**src/rtl/shift_arbiter_32.sv**
```systemverilog
// shift_arbiter_32: two-requester round-robin arbiter sharing one 32-bit right barrel shifter
// Optional feature macro: SHIFT_ARBITER_SRA_EN enables arithmetic (sign-fill) shifts via reqN_arith;
// without it every result is a logical, zero-filled shift and reqN_arith is ignored.

module barrel_shr_32 (
  input  logic [31:0] i_data,
  input  logic [4:0]  i_shamt,
  output logic [31:0] o_data
);
  logic [31:0] w_stage [0:5];
  assign w_stage[0] = i_data;
  genvar s;
  generate
    for (s = 0; s < 5; s = s + 1) begin : g_stage
      assign w_stage[s+1] = i_shamt[s] ? (w_stage[s] >> (1 << s)) : w_stage[s];
    end
  endgenerate
  assign o_data = w_stage[5];
endmodule

module shift_arbiter_32 #(
  parameter logic PRIO_INIT = 1'b0
) (
  input  logic        clk,
  input  logic        reset,
  input  logic        req0_valid,
  input  logic        req1_valid,
  input  logic [31:0] req0_data,
  input  logic [31:0] req1_data,
  input  logic [4:0]  req0_select,
  input  logic [4:0]  req1_select,
  input  logic        req0_arith,
  input  logic        req1_arith,
  output logic        req0_ready,
  output logic        req1_ready,
  output logic        res_valid,
  output logic [31:0] res,
  output logic        res_id,
  input  logic        res_ready,
  output logic [15:0] done_count
);
  typedef enum logic [1:0] {IDLE = 2'd0, SHIFT = 2'd1, OUT = 2'd2} state_t;
  state_t      r_state, w_next;
  logic        r_prio;
  logic [31:0] r_op_data;
  logic [4:0]  r_op_sel;
  logic        r_op_id;
  logic [31:0] r_res;
  logic        r_res_id;
  logic [15:0] r_done;
  logic        w_any, w_grant, w_accept, w_deliver;
  logic [31:0] w_sh_in, w_sh_out, w_result;
  assign w_any     = req0_valid | req1_valid;
  assign w_grant   = (req0_valid & req1_valid) ? r_prio : req1_valid;
  assign w_accept  = (r_state == IDLE) & w_any;
  assign w_deliver = (r_state == OUT) & res_ready;
  barrel_shr_32 u_shr (
    .i_data  (w_sh_in),
    .i_shamt (r_op_sel),
    .o_data  (w_sh_out)
  );
`ifdef SHIFT_ARBITER_SRA_EN
  logic r_op_arith;
  logic w_neg;
  assign w_neg    = r_op_arith & r_op_data[31];
  assign w_sh_in  = w_neg ? ~r_op_data : r_op_data;
  assign w_result = w_neg ? ~w_sh_out : w_sh_out;
  // sign-fill request of the accepted operand, complemented around the logical shifter
  always_ff @(posedge clk or posedge reset) begin
    if (reset) r_op_arith <= 1'b0;
    else if (w_accept) r_op_arith <= w_grant ? req1_arith : req0_arith;
  end
`else
  logic w_unused_arith;
  assign w_unused_arith = req0_arith ^ req1_arith;
  assign w_sh_in        = r_op_data;
  assign w_result       = w_sh_out;
`endif
  // state register
  always_ff @(posedge clk or posedge reset) begin
    if (reset) r_state <= IDLE;
    else r_state <= w_next;
  end
  // next state: IDLE waits for any valid, SHIFT lasts one cycle, OUT waits for the consumer
  always_comb begin
    w_next = (r_state == IDLE)  ? (w_any ? SHIFT : IDLE) :
             (r_state == SHIFT) ? OUT : (res_ready ? IDLE : OUT);
  end
  // outputs: readys only in IDLE for the granted requester, never during reset
  always_comb begin
    req0_ready = ~reset & w_accept & ~w_grant;
    req1_ready = ~reset & w_accept & w_grant;
    res_valid  = (r_state == OUT);
  end
  // capture the granted operand and hand priority to the requester that was not served
  always_ff @(posedge clk or posedge reset) begin
    if (reset) begin
      r_op_data <= '0;
      r_op_sel  <= '0;
      r_op_id   <= 1'b0;
      r_prio    <= PRIO_INIT;
    end else if (w_accept) begin
      r_op_data <= w_grant ? req1_data : req0_data;
      r_op_sel  <= w_grant ? req1_select : req0_select;
      r_op_id   <= w_grant;
      r_prio    <= ~w_grant;
    end
  end
  // register the shifter result at the end of SHIFT; it then holds through OUT
  always_ff @(posedge clk or posedge reset) begin
    if (reset) begin
      r_res    <= '0;
      r_res_id <= 1'b0;
    end else if (r_state == SHIFT) begin
      r_res    <= w_result;
      r_res_id <= r_op_id;
    end
  end
  // count delivered results, wrapping naturally at 16 bits
  always_ff @(posedge clk or posedge reset) begin
    if (reset) r_done <= '0;
    else if (w_deliver) r_done <= r_done + 16'd1;
  end
  assign res        = r_res;
  assign res_id     = r_res_id;
  assign done_count = r_done;
endmodule

```
**config.mk**
```make
export PLATFORM = sky130hd
export DESIGN_NAME = shift_arbiter_32
export DESIGN_NICKNAME = d
export VERILOG_FILES = /design/src/rtl/shift_arbiter_32.sv
export SDC_FILE = /design/constraint.sdc
export NUM_CORES = 1
export LEC_CHECK = 0
export CORE_MARGIN = 3
export CORE_UTILIZATION = 45
export CTS_CLUSTER_DIAMETER = 120
export DETAILED_ROUTE_END_ITERATION = 16
export GPL_TIMING_DRIVEN = 0
export PLACE_DENSITY = 0.82
export SLEW_MARGIN = 0
export SYNTH_ARGS = -nofsm -noshare
export SYNTH_HDL_FRONTEND = slang
export SYNTH_HIERARCHICAL = 1
export SYNTH_SLANG_ARGS = --single-unit
```
**constraint.sdc**
```tcl
create_clock -name clk -period 5.2 [get_ports clk]
set_clock_uncertainty 0.05 [all_clocks]
set_input_delay 0.78 -clock clk [delete_from_list [all_inputs] [get_ports clk]]
set_output_delay 0.78 -clock clk [all_outputs]
set_load 0.005 [all_outputs]
```
==> impl_metrics.env <==
export IMPL_synth_top_family_by_area="multiplexers"
export IMPL_hold_viol=0
export IMPL_cts_setup_buffers=0
export IMPL_p_leak_uw=0.003186
export IMPL_antenna_left=0
export IMPL_synthXorXnorAreaFrac=0.02420
export IMPL_rsz0062_at_grt="no"
export IMPL_cts_tree="done"
export IMPL_tns_ns=0
export IMPL_synth_avg_cell_area_um2=11.75
export IMPL_die_area_mm2=0.01342
export IMPL_critPathArrivalTime_ns=2.61
export IMPL_avgViaCountPerCell=6.019
export IMPL_fillers=944
export IMPL_core_area_mm2=0.01161
export IMPL_finalCritPeriodShare=0.6620
export IMPL_dieHeight_um=115.8
export IMPL_multi_input_area_mm2=0.002788
export IMPL_syn_area_mm2=0.005428
export IMPL_cts_resized=0
export IMPL_criticalPathCategory="primary input to output port"
export IMPL_clockRootBuffer="clkbuf_16"
export IMPL_syn2layout_area_growth_pct=33.54
export IMPL_dr_pass1_iters=7
export IMPL_period_minus_slack_ns=3.442
export IMPL_maxCapViolCount=0
export IMPL_cts_made_buffers=9
export IMPL_antenna_found_initial=0
export IMPL_synth_adder_area_share=0.002305
export IMPL_crit_path_max_fanout=56
export IMPL_grt_overflow_total=0
export IMPL_drive_above_1_share=0.1839
export IMPL_io_pins=133
export IMPL_insertion_delay_ns=0.36
export IMPL_cts_hold_buf=0
export IMPL_outcome="finished clean"
export IMPL_syn_instance_count=462
export IMPL_synth_warning_count=6
export IMPL_final_nets=686
export IMPL_critPathCaptureType="output port"
export IMPL_max_freq_ghz=0.2905
export IMPL_wl_per_cell_um=19.74
export IMPL_routabilityCongestion=0.9382
export IMPL_track_usage=0.2275
export IMPL_synth_simple_area_share=0.09521
export IMPL_maxSlewHeadroom=0.4776
export IMPL_start_kind="primary input"
export IMPL_setup_violations=0
export IMPL_synthDistinctLibCells=61
export IMPL_grt_max_degree=57
export IMPL_ys_seq_area_frac=0.4149
export IMPL_synth_edf_count=0
export IMPL_crit_required_ns=4.37
export IMPL_drc_errors=0
export IMPL_worst_pin_slew_ns=0.7836
export IMPL_cts_buffer_depth=2
export IMPL_vias=4526
export IMPL_rows=39
export IMPL_synth_fp_nets=544
export IMPL_n_antenna_cell=0
export IMPL_wl_um=14850
export IMPL_async_flop_share=1.000
export IMPL_ys_flop_type="dfrtp_1"
export IMPL_ys_ff_latch=90
export IMPL_drtIter0Drc=505
export IMPL_synth_compound_area_frac=0.1471
export IMPL_synth_mux_area_frac=0.2448
export IMPL_htreeDepth=3
export IMPL_die_width_um=115.8
export IMPL_initial_core_util=0.4674
export IMPL_grt_pass1_vias=4557
export IMPL_cts_sinks=90
export IMPL_cts_clk_slew_worst_paths_ns=0.06
export IMPL_worstHoldPathType="flip-flop to flip-flop"
export IMPL_synth_top_area_cell="dfrtp_1"
export IMPL_dp_hpwl_um=11610
export IMPL_fin_area_mm2=0.007248
export IMPL_ir_drop_mv=0.3021
export IMPL_grt_pass1_wl_um=23770
export IMPL_finalPower_uw=4651
export IMPL_drv_slew=0
export IMPL_synth_area_leaders="dfrtp_1, mux4_2, mux2_2"
export IMPL_synth_top_area_frac=0.4149
export IMPL_postLayoutCoreUtil=0.6241
export IMPL_final_seq_area_mm2=0.002252
export IMPL_powerDensity_mw_per_mm2=641.6
export IMPL_dpl_cell_area_mm2=0.006938
export IMPL_port_buffers=130
[logic make-up after synthesis]
group	count (synthesis)
AO/OA/AOI/OAI	95
XOR/XNOR	15
adder cells (fa/ha/maj)	1
buffers and inverters	79
flip-flops	90
multiplexers	93
AND/OR/NAND/NOR	89
[where the power goes]
group	internal [µW]	leakage [µW]	switching [µW]
clock	382	0.000153	295
sequential	985	0.00115	285
combinational	1400	0.00189	1310
[layer usage]
metal  routed length, µm  global-route usage
met5                   0                   0
met4                 310             0.08198
met3                1065             0.05170
met2                6994              0.3514
met1                6476              0.3163
[cells in the final DEF, fill, tap and decap left out, types with 3 or more instances in the layout]
cell type | netlist | routed
nor2b_1 | 3 | 3
buf_1 | 3 | 3
inv_6 | 0 | 3
clkbuf_16 | 0 | 9
or2_2 | 3 | 3
o21ai_1 | 3 | 3
nor3_1 | 4 | 4
nand2_1 | 21 | 21
mux2_1 | 14 | 14
mux2_2 | 36 | 36
buf_4 | 3 | 3
mux4_1 | 6 | 6
o22ai_1 | 7 | 7
xnor2_1 | 9 | 9
and3_1 | 3 | 3
and2_1 | 6 | 6
clkbuf_1 | 9 | 9
dfrtp_1 | 90 | 90
mux4_2 | 19 | 19
a211oi_1 | 6 | 6
a21oi_1 | 5 | 5
nand4_1 | 5 | 5
inv_1 | 41 | 40
buf_2 | 15 | 15
mux2i_1 | 18 | 18
clkdlybuf4s50_1 | 0 | 130
xor2_1 | 6 | 6
o21ai_0 | 5 | 5
a2bb2oi_1 | 3 | 3
nor2_1 | 19 | 19
buf_6 | 6 | 6
a222oi_1 | 39 | 39
nand2b_1 | 7 | 7
nand3_1 | 3 | 3
o211ai_1 | 6 | 6
a22oi_1 | 7 | 7
[through the flow]
stage	cells	worst slack, ns	hold slack, ns
floorplan	462	1.382	0.3952
global placement	735	-0.1153	0.4104
detailed placement	736	1.715	0.4308
CTS	752	1.696	0.4455
global route	752	1.588	0.4702
finish	752	1.758	0.4401
[final cells by class]
class                           count  share of cell area
Buffer                             37             0.03176
Clock buffer                        9             0.03107
Clock inverter                      7             0.01174
Inverter                           42             0.02210
Multi-Input combinational cell    293              0.3846
Sequential cell                    90              0.3107
Tap cell                          143             0.02469
Timing Repair Buffer              131              0.1833
[synthesized netlist by cell type (2+ instances only)]
cell	count
o22a_1	2
nor2b_1	3
a22oi_1	7
nand3b_1	2
a211oi_1	6
nand2b_1	7
buf_1	3
buf_4	3
a222oi_1	39
buf_2	15
nand3_1	3
nand4_1	5
a2bb2oi_1	3
mux2_2	36
mux4_2	19
and3_1	3
nor3_1	4
dfrtp_1	90
and2_1	6
nor2_1	19
o21ai_0	5
a21o_1	2
nand4b_1	2
nand2_1	21
o21ai_1	3
mux4_1	6
o211ai_1	6
buf_6	6
a21oi_1	5
clkbuf_1	9
inv_1	41
mux2_1	14
or2_2	3
xor2_1	6
o22ai_1	7
mux2i_1	18
xnor2_1	9
[registers in the layout, summed over array words and instances (netlist names)]
register,cells
r_op_data,32
res,32
done_count,16
r_op_sel,5
r_state,2
r_op_id,1
r_prio,1
res_id,1
[worst paths after layout]
| check | from | end | slack [ns] | cells after the start |
|---|---|---|---|---|
| setup / recovery | reset | req1_ready | 1.76 | 5 |
| min in group asynchronous | reset | res[28] | 0.75 | 2 |
| setup reg to reg | r_op_sel[2] | res[20] | 2.59 | 7 |
| max in group asynchronous | reset | r_op_data[13] | 3.74 | 3 |
| hold / removal | res[12] | res[12] | 0.44 | 1 |
| hold reg to reg | res[12] | res[12] | 0.44 | 1 |
[worst max-delay path, cell delays in order]
cell	delay, ns
clkdlybuf4s50_1	0.44
inv_4	0.37
buf_16	0.31
and2_1	0.17
clkdlybuf4s50_1	0.50
Power figures use the tool's default switching activity.
==> edit: new RTL, config.mk and constraints unchanged <==
Build with the macro `SHIFT_ARBITER_SRA_EN` defined.
--- a/src/rtl/shift_arbiter_32.sv
+++ b/src/rtl/shift_arbiter_32.sv
@@ -1,6 +1,8 @@
 // shift_arbiter_32: two-requester round-robin arbiter sharing one 32-bit right barrel shifter
 // Optional feature macro: SHIFT_ARBITER_SRA_EN enables arithmetic (sign-fill) shifts via reqN_arith;
 // without it every result is a logical, zero-filled shift and reqN_arith is ignored.
+
+`define SHIFT_ARBITER_SRA_EN
 
 module barrel_shr_32 (
   input  logic [31:0] i_data,
Formal check against the unedited RTL: not equivalent (Yosys sat finds a counterexample within 4 cycles, from zero or initial values and one cycle with reset high).
==> edit against the unedited design <==
  * Routed wire length increased by 8.4%
  * Non-clock buffer count increased by 16
  * Design area rose by 8.0%
  * Count of clock-buffer cells in the layout grew 1
  * Synthesized cell count grew 24%
  * Global-route usage shrank 0.18 points
  * Combinational power increased by 37%
  * Synthesized area increased by 9.8%
  * Setup slack improved by 0.016 ns
  * Sequential cell count grew 1
  * Total power up 20%
  * Critical path type unchanged
  * Largest power group unchanged
  * Highest routed layer unchanged
==> edit: results (changes against the unedited design) <==
stage,metric,value,unit,change
run_status,status,"finished, final reports clean",,unchanged
grt,grt.total_usage,0.2257,,was 0.2275
grt,grt_max_degree,65,,was 57
critical_path,timing.rr.start,r_op_arith,,was r_op_sel[2]
sta,max_freq,0.2919,GHz,was 0.2905 GHz
cells_and_area,nets,801,,was 686
detailed_routing,drt_iter0_drc,398,,was 505
grt,grt_pass1_wl,26290,µm,was 23770 µm
critical_path,critPathMaxFanout,64,,was 56
critical_path,worstRegToRegCells,9,,was 7
cells_and_area,drive_gt1_frac,0.1326,,was 0.1839
cells_and_area,postLayoutCoreUtil,0.6127,,was 0.6241
placed_design,place_congestion,0.9003,,was 0.9382
pwr,p_int,3.145,mW,was 2.762 mW
logic_synthesis,synth_top_area_share,0.3821,,was 0.4149
detailed_routing,vias,5078,,was 4526
logic_synthesis,ys_types,57,,was 61
placed_design,dp_hpwl,12840,µm,was 11610 µm
pwr,cellLeakagePower,3.341,nW,was 3.186 nW
critical_path,ff2ff_setup_slack,1.87,ns,was 2.59 ns
detailed_routing,wirelength,16090,µm,was 14850 µm
logic_synthesis,synth_nets,657,,was 544
sta,tightest_slew,0.6218,ns,was 0.7836 ns
critical_path,rr_endpoint,res[3],,was res[20]
pwr,clockPowerShare,0.119,,was 0.146
placed_design,place_ws,1.731,ns,was 1.715 ns
critical_path,cp-endpoint,req0_ready,,was req1_ready
placed_design,port_buffers,132,,was 130
pwr,peakVddDrop,0.2920,mV,was 0.3021 mV
logic_synthesis,synthAdderAreaFrac,0.002100,,was 0.002305
placed_design,dp_cells,880,,was 736
logic_synthesis,synth_common_cells,"91 x dfrtp_1, 56 x nand2_1, 43 x xnor2_1, 42 x inv_1, 40 x a222oi_1",,"was 90 x dfrtp_1, 41 x inv_1, 39 x a222oi_1, 36 x mux2_2, 21 x nand2_1"
cells_and_area,fill_cells,1057,,was 944
min_path,min-delay-start,r_op_id,,was res[12]
min_path,hold_path_end,r_op_id,,was res[12]
==> edit: cell count changes after synthesis, moves of 2 or more <==
cell	unedited run	this run
nand2_1	21	56
xnor2_1	9	43
o21ai_0	5	37
xor2_1	6	34
mux2_2	36	18
mux2_1	14	0
buf_2	15	23
clkbuf_1	9	15
nand3_1	3	5
==> edit: area by class of cell <==
type / count / area share
clock inverters: 6 / 0.009113
flip-flops and latches: 91 / 0.2910
repair buffers: 133 / 0.1723
well taps: 172 / 0.02750
plain buffers: 51 / 0.03645
clock buffers: 10 / 0.02926
multi-input cells: 390 / 0.4134
inverters: 43 / 0.02094
==> edit: kinds of logic after synthesis <==
kind of cell,count (synthesis)
xor+xnor,78
mux,61
fa+ha+maj,1
simple gates,122
compound gates,128
flops,91
buf+inv,94
==> edit: per-layer routing <==
layer | global-route usage | wire [µm]
met5 | 0 | 0
met4 | 0.06870 | 381
met3 | 0.04009 | 932
met2 | 0.3762 | 7859
met1 | 0.3011 | 6918
